<file path="src/rtl/rr_arbiter_4.sv">
// rtl/rr_arbiter_4.sv - four-requester round-robin arbiter with hold-until-release and grant watchdog
// Break-before-make: every grant is followed by one all-zero GAP cycle.
module rr_arbiter_4 #(
  parameter int TIMEOUT = 15
) (
  input  logic       i_clk,
  input  logic       i_rst,
  input  logic [3:0] i_req,
  output logic [3:0] o_grant,
  output logic [1:0] o_gnt_idx,
  output logic       o_gnt_valid,
  output logic       o_timeout
);

  typedef enum logic [1:0] {
    S_IDLE  = 2'd0,
    S_GRANT = 2'd1,
    S_GAP   = 2'd2
  } state_t;

  localparam bit         LP_WD_EN = (TIMEOUT != 0);
  localparam logic [7:0] LP_LAST  = 8'(TIMEOUT - 1);

  state_t     r_state;
  logic [1:0] r_ptr;
  logic [1:0] r_idx;
  logic [7:0] r_cnt;
  logic [3:0] r_grant;
  logic       r_gnt_valid;
  logic       r_timeout;

  logic [1:0] w_winner;
  logic [1:0] w_cand;
  logic       w_held;
  logic       w_expire;

  // Scan from the lowest priority upward so the last hit is the nearest to r_ptr.
  always_comb begin
    w_winner = r_ptr;
    w_cand   = r_ptr;
    for (int k = 3; k >= 0; k--) begin
      w_cand = r_ptr + 2'(k);
      if (i_req[w_cand]) w_winner = w_cand;
    end
  end

  assign w_held   = i_req[r_idx];
  assign w_expire = LP_WD_EN && (r_cnt == LP_LAST);

  always_ff @(posedge i_clk) begin
    if (i_rst) begin
      r_state     <= S_IDLE;
      r_ptr       <= 2'd0;
      r_idx       <= 2'd0;
      r_cnt       <= 8'd0;
      r_grant     <= 4'b0000;
      r_gnt_valid <= 1'b0;
      r_timeout   <= 1'b0;
    end else begin
      r_timeout <= 1'b0;
      case (r_state)
        S_IDLE, S_GAP: begin
          if (|i_req) begin
            r_state     <= S_GRANT;
            r_idx       <= w_winner;
            r_cnt       <= 8'd0;
            r_grant     <= 4'b0001 << w_winner;
            r_gnt_valid <= 1'b1;
          end else begin
            r_state <= S_IDLE;
          end
        end
        S_GRANT: begin
          if (r_cnt != 8'hFF) r_cnt <= r_cnt + 8'd1;
          // A release on the expiry cycle wins, so no timeout pulse then.
          if (!w_held || w_expire) begin
            r_state     <= S_GAP;
            r_ptr       <= r_idx + 2'd1;
            r_grant     <= 4'b0000;
            r_gnt_valid <= 1'b0;
            r_timeout   <= w_held;
          end
        end
        default: r_state <= S_IDLE;
      endcase
    end
  end

  assign o_grant     = r_grant;
  assign o_gnt_idx   = r_idx;
  assign o_gnt_valid = r_gnt_valid;
  assign o_timeout   = r_timeout;

endmodule
</file>
<file path="config.mk">
export PLATFORM = sky130hd
export DESIGN_NAME = rr_arbiter_4
export DESIGN_NICKNAME = d
export VERILOG_FILES = /design/src/rtl/rr_arbiter_4.sv
export SDC_FILE = /design/constraint.sdc
export NUM_CORES = 1
export LEC_CHECK = 0
export CORE_MARGIN = 2
export CORE_UTILIZATION = 47
export DETAILED_ROUTE_END_ITERATION = 7
export PLACE_DENSITY = 0.82
export SLEW_MARGIN = 0
export SYNTH_ARGS = -nofsm -noshare
export SYNTH_HDL_FRONTEND = slang
export SYNTH_SLANG_ARGS = --single-unit
</file>
<file path="constraint.sdc">
create_clock -name i_clk -period 1.7 [get_ports i_clk]
set_clock_uncertainty 0.1 [all_clocks]
set_input_delay 0.425 -clock i_clk [delete_from_list [all_inputs] [get_ports i_clk]]
set_output_delay 0.425 -clock i_clk [all_outputs]
set_load 0.02 [all_outputs]
</file>
==> impl_metrics.json, run 1 <==
{
  "syn_nets": 120,
  "finalHoldViolations": 0,
  "io_buffer_count": 13,
  "path_buf_inv": 0,
  "met1_length_mm": 1.14,
  "seq_area_frac_synth_pct": 40.0,
  "grt_usage_pct": 22.4,
  "synth.distinct_cells": 36,
  "cp_top_family": "multiplexers",
  "cts_tree": "yes",
  "stdcell_count": 176,
  "hold_buffers": 0,
  "fin_hold_ws_ns": 0.384,
  "reg2reg_depth": 4,
  "topRoutingLayerUsed": "met4",
  "grt_antenna_before_repair": 0,
  "overflow": 0,
  "cp.arrival_ns": 1.81,
  "endpoint_kind": "register",
  "hold_depth": 2,
  "dp_hpwl_mm": 1.65,
  "power_density_mw_per_mm2": 813,
  "irDropWorstVdd_uv": 673,
  "slowest_stage": "mux4_2",
  "diodes": 0,
  "grt_pass1_vias": 972,
  "setup_viol_count_final": 0,
  "finalInstanceArea_mm2": 0.00145,
  "crit_path_max_incr_delay_ns": 0.58,
  "async_flop_share_pct": 0,
  "max-slew-margin-rel_pct": 78.4,
  "ioPinCount": 14,
  "ys_ff_latch": 20,
  "total_power_mw": 1.18,
  "die_y_um": 50.2,
  "ys.flop_type": "dfxtp_1",
  "dieArea_mm2": 0.00252,
  "wl_met3_um": 147,
  "drt_pre_antenna_iters": 4,
  "insertion_delay_ns": 0.31,
  "hp-class": "reg -> reg",
  "path_cells": "mux4_2 -> o21bai_4 -> mux2i_1 -> nor2_1",
  "p_comb_share_pct": 22.3,
  "path_clk_slew_ns": 0.12,
  "crit_required_ns": 1.81,
  "numCtsBuffers": 3,
  "ys_top_cells_by_area": "dfxtp_1 40%, nor2_1 5.6%, a21oi_1 5.0%",
  "ant_nets": 0,
  "gp_congestion": 0.919,
  "timing.fmax_mhz": 590,
  "cellLeakagePower_nw": 0.604,
  "syn_area_mm2": 0.00100,
  "cp_max_fo": 5,
  "worst_slack_ns": 0.00419,
  "viasPerCell": 5.77,
  "status": "completed",
  "hold_start": "o_grant[1]",
  "yosysTopAreaCell": "dfxtp_1",
  "area_delta_synth_final_pct": 44.5,
  "reg2reg_to": "r_ptr[1]",
  "drc": 0,
  "vias": 1015,
  "pre_cts_ws_ns": -0.582,
  "drive_gt1_share_pct": 32.2,
  "chipWidth_um": 50.2,
  "syn_avg_cell_area_um2": 8.94,
  "regToRegSetupSlack_ns": 0.004,
  "ys_warn_count": 0,
  "crit_type": "reg -> reg",
  "routedWlPerCell_um": 15.1,
  "postSynthCellCount": 112,
  "synth.top_cell.area_share_pct": 40.0,
  "synth-edff-count": 0,
  "intPower_mw": 0.856,
  "clock_power_share_pct": 34.0,
  "wl_met2_mm": 1.26,
  "clockBufferDepth": 2,
  "dpl_cell_area_mm2": 0.00129,
  "hold_end": "o_grant[1]",
  "layout_common_cells": "21 x buf_4, 17 x dfxtp_1, 14 x nor2_1",
  "grt_max_degree": 13,
  "ctsHtreeMaxLevel": 1,
  "fin_nets": 158,
  "drv_slew": 0,
  "power_switching_mw": 0.320,
  "grt_pass1_wl_mm": 4.31,
  "start_util_pct": 50.5,
  "core_mm2": 0.00198,
  "startpoint_type": "register",
  "cts_root_buf": "clkbuf_4",
  "worst_pin_slew_ns": 0.323,
  "post-route-min-period_ns": 1.70,
  "cap_violations": 0,
  "r2r-start": "o_gnt_idx[0]",
  "p_sw_share_pct": 27.2,
  "clkSinkCount": 20,
  "fill_cells": 135,
  "layout_commonest_cell": "buf_4",
  "drt_iter0_markers": 28,
  "rows": 16,
  "place_inst": 167,
  "routed_wl_mm": 2.66,
  "period_share_pct": 99.8,
  "pwr-share-seq_pct": 43.7
}
## cell families (layout without fill, tap and decap cells)
family / count (synthesis) / after routing / synth area share, %
compound gates: 25 / 26 / 19.5
xor+xnor: 6 / 6 / 5.25
flops: 20 / 20 / 40.0
buf+inv: 10 / 46 / 3.75
mux: 4 / 4 / 5.25
simple gates: 45 / 45 / 23.7
fa+ha+maj: 2 / 2 / 2.50
## flip-flops by register name, indices dropped and copies added, names as in the netlist
| signal | cells |
|---|---|
| r_state | 2 |
| o_gnt_valid | 1 |
| r_cnt | 8 |
| o_gnt_idx | 2 |
| o_timeout | 1 |
| r_ptr | 2 |
| o_grant | 4 |
## power by group through the flow
stage / Clock [mW] / Sequential, mW / Combinational, mW
3_5_place_dp: 0 / 0.524 / 0.236
4_1_cts: 0.400 / 0.513 / 0.243
5_1_grt: 0.415 / 0.516 / 0.281
2_1_floorplan: 0 / 0.538 / 0.112
3_3_place_gp: 0 / 0.522 / 0.231
6_report: 0.400 / 0.513 / 0.262
## routing by layer
layer,up-vias,GRT usage [%]
met1,475,30.2
met5,-,0
met2,48,34.4
met3,15,2.08
li1,477,-
met4,0,13.9
## final cells by class
| type | count | area (µm²) | area share, % |
|---|---|---|---|
| Multi-Input combinational cell | 83 | 647 | 44.7 |
| Sequential cell | 20 | 409 | 28.3 |
| Timing Repair Buffer | 34 | 274 | 18.9 |
| Tap cell | 27 | 33.8 | 2.34 |
| Clock inverter | 1 | 30.0 | 2.08 |
| Inverter | 8 | 30.0 | 2.08 |
| Clock buffer | 3 | 22.5 | 1.56 |
## Yosys cell counts (2+ instances only)
library cell / instances
inv_2: 2
nand4_1: 2
nand2_1: 5
nor3_1: 3
a21oi_1: 10
dfxtp_1: 20
o32ai_1: 3
or3_1: 2
o22a_1: 2
nor2_1: 15
inv_1: 6
or2_2: 2
nand2b_1: 5
nand3_1: 5
o22ai_1: 2
mux2i_1: 3
ha_1: 2
xor2_1: 5
## how the worst max path moves through the flow
stage / slack [ns] / endpoint / startpoint / depth (start not counted)
final: 0.004 / r_ptr[1] / o_gnt_idx[0] / 4
after CTS: 0.003 / r_cnt[7] / r_cnt[0] / 6
after detailed placement: -0.58 / r_ptr[1] / i_req[0] / 6
after floorplan: 0.05 / r_ptr[1] / o_gnt_idx[0] / 4
after global routing: -0.03 / r_ptr[1] / i_req[3] / 6
after global placement: -0.52 / r_ptr[1] / i_req[0] / 6
## per-stage QoR
| stage | TNS [ns] | util, % |
|---|---|---|
| after floorplan | 0 | - |
| after global placement | -7.33 | 64.9 |
| after detailed placement | -8.20 | 64.9 |
| after CTS | 0 | 70.2 |
| after global routing | -0.0364 | 73.0 |
| final | 0 | 73.0 |
## what timing repair did
item / CTS / global route
pin swaps: 4 / 3
cloned: 1 / 0
resized for setup: 19 / 12
endpoints found under the hold margin: 0 / 0
setup buffers: 4 / 0
endpoints found under the setup margin: 22 / 14
## worst register-to-register path: cells and delay by family, from the launching register on
| family | cells | cell delay, ns |
|---|---|---|
| muxes | 2 | 0.81 |
| DFF | 1 | 0.40 |
| AOI/OAI and AO/OA | 1 | 0.22 |
| and+or+nand+nor | 1 | 0.08 |
Note: power is estimated with default switching activity, not from simulation.
==> run 2, diff against run 1 <==
--- a/config.mk
+++ b/config.mk
@@ -5,9 +5,10 @@
 export SDC_FILE = /design/constraint.sdc
 export NUM_CORES = 1
 export LEC_CHECK = 0
-export CORE_MARGIN = 2
+export CORE_MARGIN = 5
 export CORE_UTILIZATION = 47
 export DETAILED_ROUTE_END_ITERATION = 7
+export GPL_TIMING_DRIVEN = 1
 export PLACE_DENSITY = 0.82
 export SLEW_MARGIN = 0
 export SYNTH_ARGS = -nofsm -noshare
==> run 2 against run 1 <==
Maximum frequency increased by 1.1%. Combinational power is 2% lower. Sequential cell count is the same. Critical path type unchanged. Largest cell class unchanged.
==> impl_metrics.json, run 2 (same netlist as run 1, synthesis figures left out) <==
{
  "status": "completed",
  "finalInstanceArea_mm2": 0.00139,
  "grt_pass1_wl_mm": 4.21,
  "drt_iter0_markers": 12,
  "drt_pre_antenna_iters": 4,
  "dpl_cell_area_mm2": 0.00129,
  "post-route-min-period_ns": 1.68,
  "layout_common_cells": "20 x buf_4, 17 x dfxtp_1, 14 x nor2_1",
  "overflow": 0,
  "vias": 956,
  "fin_nets": 156,
  "dieArea_mm2": 0.00315,
  "routedWlPerCell_um": 14.7,
  "clockBufferDepth": 2,
  "regToRegSetupSlack_ns": 0.02,
  "cp.arrival_ns": 1.76,
  "dp_hpwl_mm": 1.86,
  "crit_type": "reg -> reg",
  "start_util_pct": 50.0,
  "rsz0062_at_grt": "true",
  "routed_wl_mm": 2.54,
  "cp_max_fo": 4,
  "endpoint_kind": "register",
  "setup_viol_count_final": 0,
  "worst_pin_slew_ns": 0.337,
  "ant_nets": 0,
  "period_share_pct": 98.7,
  "insertion_delay_ns": 0.29,
  "numCtsBuffers": 3,
  "cts_root_buf": "clkbuf_4",
  "path_clk_slew_ns": 0.10,
  "irDropWorstVdd_uv": 637,
  "grt_max_degree": 11,
  "drive_gt1_share_pct": 31.5,
  "cellLeakagePower_nw": 0.582,
  "startpoint_type": "register",
  "gp_congestion": 0.851,
  "grt_usage_pct": 16.9,
  "fin_util_pct": 69.4,
  "drv_slew": 0,
  "layout_commonest_cell": "buf_4",
  "viasPerCell": 5.53,
  "chipWidth_um": 56.2,
  "ctsHtreeMaxLevel": 1,
  "power_density_mw_per_mm2": 705,
  "regMostFlops": "r_cnt",
  "core_mm2": 0.00200,
  "io_buffer_count": 13,
  "rows": 16,
  "crit_required_ns": 1.78,
  "diodes": 0,
  "grt_antenna_before_repair": 0,
  "drc": 0,
  "hp-class": "reg -> reg",
  "cts_tree": "yes",
  "grt_pass1_vias": 966,
  "max-slew-margin-rel_pct": 77.5,
  "largest_reg_flops": 8,
  "area_delta_synth_final_pct": 38.7,
  "finalHoldViolations": 0,
  "ioPinCount": 14,
  "die_y_um": 56.2,
  "cap_violations": 0,
  "timing.fmax_mhz": 596,
  "clkSinkCount": 20
}
run 2: per-layer routing:
layer,routed length [µm],GRT usage [%],vias to the layer above
met5,0,0,-
met4,102,12.9,0
li1,-,-,474
met1,1150,19.1,456
met2,1230,27.9,16
met3,65,3.02,10
run 2: cell type report:
cell class / instances / area [µm²]
fillers: 157 / 613
flip-flops and latches: 20 / 407
inverters: 8 / 30.0
repair buffers: 33 / 268
clock buffers: 3 / 22.5
well taps: 27 / 33.8
multi-input cells: 82 / 628
run 2: power by group:
part	total, mW	internal (mW)	switching [mW]
Clock	0.209	0.0825	0.126
Sequential	0.513	0.493	0.0202
Combinational	0.258	0.123	0.134
run 2: metrics by stage:
step                hold slack (ns)  power [mW]  worst slack, ns  cells  setup TNS, ns
floorplan                     0.362       0.650           0.0541    112              0
global placement              0.363       0.754           -0.479    168          -7.17
detailed placement            0.366       0.763           -0.553    168          -8.16
CTS                           0.386       0.974          0.00905    173              0
global route                  0.411        1.03          -0.0746    173         -0.348
finish                        0.385       0.979           0.0228    173              0
run 2: worst paths after layout:
check / startpoint / endpoint / cells past startpoint
max: r_cnt[0] / r_cnt[7] / 7
min: o_grant[0] / o_grant[0] / 2
max reg2reg: r_cnt[0] / r_cnt[7] / 7
min reg2reg: o_grant[0] / o_grant[0] / 2
run 2: worst max-delay path, cell delays in order (launching register included):
cell and delay [ns]:
dfxtp_2 0.34, buf_4 0.14, ha_2 0.20, a41oi_4 0.26
nor2_2 0.08, buf_4 0.14, o21ai_0 0.22, a21oi_1 0.10
run 2: what timing repair did:
item | in CTS | in global routing
endpoints found under the setup margin | 22 | 14
pin swaps | 2 | 3
gates resized for setup | 17 | 14
hold buffers | 0 | 0
buffers inserted | 2 | 0
endpoints found under the hold margin | 0 | 0
